**src/rtl/rob_retire.sv**
```systemverilog
// rob_retire: reorder buffer with in-order retire to the rename free list.
// Purpose : tracks renamed instructions, marks them done on completion
//           (phys-reg CAM) and retires them in program order, one per cycle.
// Ports   : clk, reset_n (async, active-low)
//           alloc_*    : one renamed instruction per cycle from rename
//           complete_* : physical register written back this cycle
//           retire_*   : registered retire pulse and data (old phys to free list)
//           alloc_tag, rob_count, rob_full, rob_empty, overflow_err : status
//           retire_count : retired-instruction counter
// Option  : define ROB_RETIRE_COUNT_EN to build the retire counter;
//           otherwise retire_count is tied to 0.
module rob_retire #(
    parameter int DEPTH = 16
) (
    input  logic                     clk,
    input  logic                     reset_n,
    input  logic                     alloc_valid,
    input  logic [4:0]               alloc_arch_rd,
    input  logic [5:0]               alloc_phys_rd,
    input  logic [5:0]               alloc_old_phys_rd,
    input  logic                     complete_valid,
    input  logic [5:0]               complete_phys_reg,
    output logic                     retire_valid,
    output logic [5:0]               retire_phys_reg,
    output logic [4:0]               retire_arch_reg,
    output logic [5:0]               retire_new_phys_reg,
    output logic [$clog2(DEPTH)-1:0] alloc_tag,
    output logic [$clog2(DEPTH):0]   rob_count,
    output logic                     rob_full,
    output logic                     rob_empty,
    output logic                     overflow_err,
    output logic [31:0]              retire_count
);

    localparam int PTR_W = $clog2(DEPTH);

    logic [DEPTH-1:0] valid_q, valid_d;
    logic [DEPTH-1:0] done_q, done_d;
    logic [DEPTH-1:0] match;
    logic [4:0]       arch_q [DEPTH];
    logic [5:0]       phys_q [DEPTH];
    logic [5:0]       old_q  [DEPTH];

    logic [PTR_W-1:0] head_q, head_d;
    logic [PTR_W-1:0] tail_q, tail_d;
    logic [PTR_W:0]   count_q, count_d;
    logic             full_q, empty_q, ovf_q;

    logic             rv_q;
    logic [5:0]       rphys_q, rnew_q;
    logic [4:0]       rarch_q;

    logic             is_full;
    logic             acc;
    logic             ret;
    logic             byp;

    // Full is judged from the pre-edge count, so a same-cycle retire
    // does not make room for an allocation.
    assign is_full = (count_q == (PTR_W+1)'(DEPTH));
    assign acc     = alloc_valid && !is_full;
    assign ret     = valid_q[head_q] && done_q[head_q];
    assign byp     = complete_valid &&
                     (complete_phys_reg == alloc_phys_rd);

    always_comb begin
        for (int i = 0; i < DEPTH; i++) begin
            match[i] = complete_valid && valid_q[i] &&
                       (phys_q[i] == complete_phys_reg);
        end
    end

    // Head and tail only coincide when empty or full, so the retire
    // clear and the allocate write never target the same slot.
    always_comb begin
        valid_d = valid_q;
        done_d  = done_q | match;
        head_d  = head_q;
        tail_d  = tail_q;
        if (ret) begin
            valid_d[head_q] = 1'b0;
            done_d[head_q]  = 1'b0;
            head_d          = head_q + PTR_W'(1);
        end
        if (acc) begin
            valid_d[tail_q] = 1'b1;
            done_d[tail_q]  = byp;
            tail_d          = tail_q + PTR_W'(1);
        end
    end

    always_comb begin
        count_d = count_q;
        unique case ({acc, ret})
            2'b10:   count_d = count_q + (PTR_W+1)'(1);
            2'b01:   count_d = count_q - (PTR_W+1)'(1);
            default: count_d = count_q;
        endcase
    end

    always_ff @(posedge clk or negedge reset_n) begin
        if (!reset_n) begin
            valid_q <= '0;
            done_q  <= '0;
            head_q  <= '0;
            tail_q  <= '0;
            count_q <= '0;
            full_q  <= 1'b0;
            empty_q <= 1'b1;
            ovf_q   <= 1'b0;
        end else begin
            valid_q <= valid_d;
            done_q  <= done_d;
            head_q  <= head_d;
            tail_q  <= tail_d;
            count_q <= count_d;
            full_q  <= (count_d == (PTR_W+1)'(DEPTH));
            empty_q <= (count_d == '0);
            if (alloc_valid && is_full) begin
                ovf_q <= 1'b1;
            end
        end
    end

    // Payload needs no reset: it is qualified by valid_q.
    always_ff @(posedge clk) begin
        if (acc) begin
            arch_q[tail_q] <= alloc_arch_rd;
            phys_q[tail_q] <= alloc_phys_rd;
            old_q[tail_q]  <= alloc_old_phys_rd;
        end
    end

    always_ff @(posedge clk or negedge reset_n) begin
        if (!reset_n) begin
            rv_q    <= 1'b0;
            rphys_q <= '0;
            rarch_q <= '0;
            rnew_q  <= '0;
        end else begin
            rv_q <= ret;
            if (ret) begin
                rphys_q <= old_q[head_q];
                rarch_q <= arch_q[head_q];
                rnew_q  <= phys_q[head_q];
            end
        end
    end

`ifdef ROB_RETIRE_COUNT_EN
    logic [31:0] rcnt_q;

    always_ff @(posedge clk or negedge reset_n) begin
        if (!reset_n) begin
            rcnt_q <= '0;
        end else if (ret) begin
            rcnt_q <= rcnt_q + 32'd1;
        end
    end

    assign retire_count = rcnt_q;
`else
    assign retire_count = '0;
`endif

    assign retire_valid        = rv_q;
    assign retire_phys_reg     = rphys_q;
    assign retire_arch_reg     = rarch_q;
    assign retire_new_phys_reg = rnew_q;
    assign alloc_tag           = tail_q;
    assign rob_count           = count_q;
    assign rob_full            = full_q;
    assign rob_empty           = empty_q;
    assign overflow_err        = ovf_q;

endmodule
```
**config.mk**
```make
export PLATFORM = sky130hd
export DESIGN_NAME = rob_retire
export DESIGN_NICKNAME = d
export VERILOG_FILES = /design/src/rtl/rob_retire.sv
export SDC_FILE = /design/constraint.sdc
export NUM_CORES = 1
export LEC_CHECK = 0
export CORE_MARGIN = 2
export CORE_UTILIZATION = 64
export DETAILED_ROUTE_END_ITERATION = 8
export PLACE_DENSITY = 0.85
export SLEW_MARGIN = 5
export SYNTH_ARGS = -nofsm -noshare
export SYNTH_HDL_FRONTEND = slang
export SYNTH_SLANG_ARGS = --single-unit
```
**constraint.sdc**
```tcl
create_clock -name clk -period 8.45 [get_ports clk]
set_input_delay 1.2675 -clock clk [delete_from_list [all_inputs] [get_ports clk]]
set_output_delay 1.2675 -clock clk [all_outputs]
set_load 0.01 [all_outputs]
```
==> metrics.cfg <==
[status]
outcome=completed

[sta]
tightest_slew_ps=1220
setup_viol=0
relSlewSlack_pct=18.9
min_period_ps=4530
final.setup.tns_ps=0
hold_viol_final=0
period_share_pct=53.7
rsz0062_at_grt=false
skew_ps=17.0
max_clock_freq_mhz=221
final_max_slew_viol_count=0

[grt]
grt_max_degree=67
overflow=0
grt_pass1_wl_mm=52.4
grt_usage_pct=29.6
grt_pass1_vias=8276
antenna_found_initial=0

[logic_synthesis]
synthArstFlopShare_pct=19.5
yosys_most_used_dff=edfxtp_1
synth_cell_types=48
yosysSeqAreaShare_pct=65.2
syn_area_mm2=0.0151
synth_edf_count=272
syn_inst=869
synth-seq-cells=338
ys.warnings.count=0
synth.avg_cell_area_um2=17.3

[finish]
top_regs=old_q: 96 flops, phys_q: 96 flops, arch_q: 80 flops
num_antenna_cells=0
area_growth_syn_to_layout_pct=12.2
post-route-util_pct=72.7
drive_above_1_share_pct=21.6
finalNetCount=971
fin_cells=1277

[drt]
drtIter0Drc=1101
vias=8354
via_per_inst=6.54
first_pass_iters=5
wirelength_mm=35.3
ant_nets=0
wl_per_cell_um=27.7
drc=0

[critical_path]
cp_num_buf_inv=2
slowest_delay_ps=780
cp_data_arrival_time_ps=4950
cp_cell_sequence=buf_4 -> mux2i_1 -> a22o_1 -> nor3_1 -> o21ai_2 -> inv_1 -> ha_1 -> xor2_1 -> ha_1 -> nor4bb_1 -> a21oi_1 -> o31ai_1 -> xor2_1 -> nor4bb_1
startpoint=head_q[1]
worst-setup-path-type=flip-flop to flip-flop
path_delay_family=buffers and inverters
critical-path-slowest-cell=dfrtp_4
worstPathMaxFanout=53
startpoint_type=flip-flop
endpoint_kind=flip-flop
r2r-start=head_q[1]
critPathRequiredTime_ps=8870

[place]
dp_hpwl_mm=20.3
gp_congestion=0.956
io_buffers=56
dpl.cell_count=1216

[job]
cap_violations=0

[cts]
cts_tree=yes
cts.sinks=338
clockBufferDepth=3
ctsResizeCount=0
cts_inserted_buffers=34
clkLatencyLatePin_ps=530
cts_setup_buffers=0
htreeDepth=2
ctsHoldBuffers=0
cts_root_buf=clkbuf_16
path_clk_slew_ps=60

[die]
die_area_mm2=0.0248
die_w_um=157
initial_core_util_pct=64.8
ios=89
die_y_um=157
core_mm2=0.0233
row_count=56

[hold_path]
worstHoldStart=overflow_err
hp-class=flip-flop to flip-flop

[pwr]
p_leak_nw=5.82
total_power_mw=5.69
power_density_mw_per_mm2=337
peakVddDrop_uv=238

kinds of logic after synthesis:
kind of cell	after synthesis	synth area share, %
AO/OA/AOI/OAI	67	3.29
XOR/XNOR	113	6.57
adder cells (fa/ha/maj)	11	0.913
buffers and inverters	92	3.75
flip-flops	338	65.2
multiplexers	124	16.3
other	1	0.0249
AND/OR/NAND/NOR	123	4.02
cells in the mapped netlist, drive strengths merged, types with 2 or more instances:
master | n | area, um^2
ha | 11 | 138
mux2i | 5 | 50.1
edfxtp | 272 | 8170
dfrtp | 65 | 1630
a21o | 16 | 120
nand2b | 6 | 37.5
xor2 | 46 | 403
o22ai | 2 | 12.5
buf | 61 | 449
a21oi | 4 | 20.0
a41oi | 12 | 105
o21ai | 10 | 50.0
xnor2 | 67 | 587
nor2 | 30 | 113
clkbuf | 19 | 71.3
nor4bb | 3 | 30.0
nand4 | 5 | 31.3
nor3 | 6 | 30.0
and4 | 2 | 17.5
or3 | 2 | 12.5
nor4 | 17 | 106
a22o | 10 | 87.6
mux2 | 25 | 282
o31ai | 2 | 15.0
o211ai | 3 | 22.5
a31oi | 3 | 18.8
mux4 | 94 | 2120
nand3 | 11 | 55.1
nand2 | 37 | 139
inv | 12 | 45.0
final cells by class:
cell class | count | area [um^2]
Sequential cell | 338 | 9830
Fill cell | 1403 | 6350
Multi-Input combinational cell | 470 | 4850
Clock buffer | 45 | 953
Timing Repair Buffer | 77 | 716
Tap cell | 319 | 399
Clock inverter | 16 | 120
Inverter | 12 | 45.0
cell usage in the layout (no fill, tap or decap), types with 16 or more instances in the layout:
cell	count
clkbuf_16	35
edfxtp_1	272
mux2_2	22
xor2_1	46
nor2_1	19
xnor2_1	67
nor4_1	17
nand2_1	37
conb_1	32
buf_4	22
clkdlybuf4s50_1	55
a21o_1	16
mux4_2	94
dfrtp_1	63
layer usage:
metal,global-route usage [%],vias up,routed length [um]
met4,8.48,0,908
li1,-,3451,-
met2,47.0,569,17100
met1,42.4,4255,13500
met5,0,-,0
met3,6.53,79,3740
stage by stage:
stage / instance area [um^2] / setup WS, ps / hold WS (ps)
CTS: 16900 / 3980 / 474
global placement: 15800 / 4200 / 448
global route: 16900 / 3590 / 496
finish: 16900 / 3920 / 466
detailed placement: 15800 / 4040 / 452
floorplan: 15200 / 4970 / 483
final timing paths:
path                                 to  slack, ps  cells after the start
max                            rob_full       3920                     14
min                        overflow_err        470                      1
max reg2reg                    rob_full       3920                     14
min reg2reg                overflow_err        470                      1
max in group asynchronous     head_q[1]       6830                      1
min in group asynchronous     done_q[0]        910                      1
where the power goes:
part           internal, mW  switching [mW]
sequential             2.09           0.294
clock                 0.828           0.620
combinational         0.968           0.887
total                  3.89            1.80
Note: power is estimated with default switching activity, not from simulation.
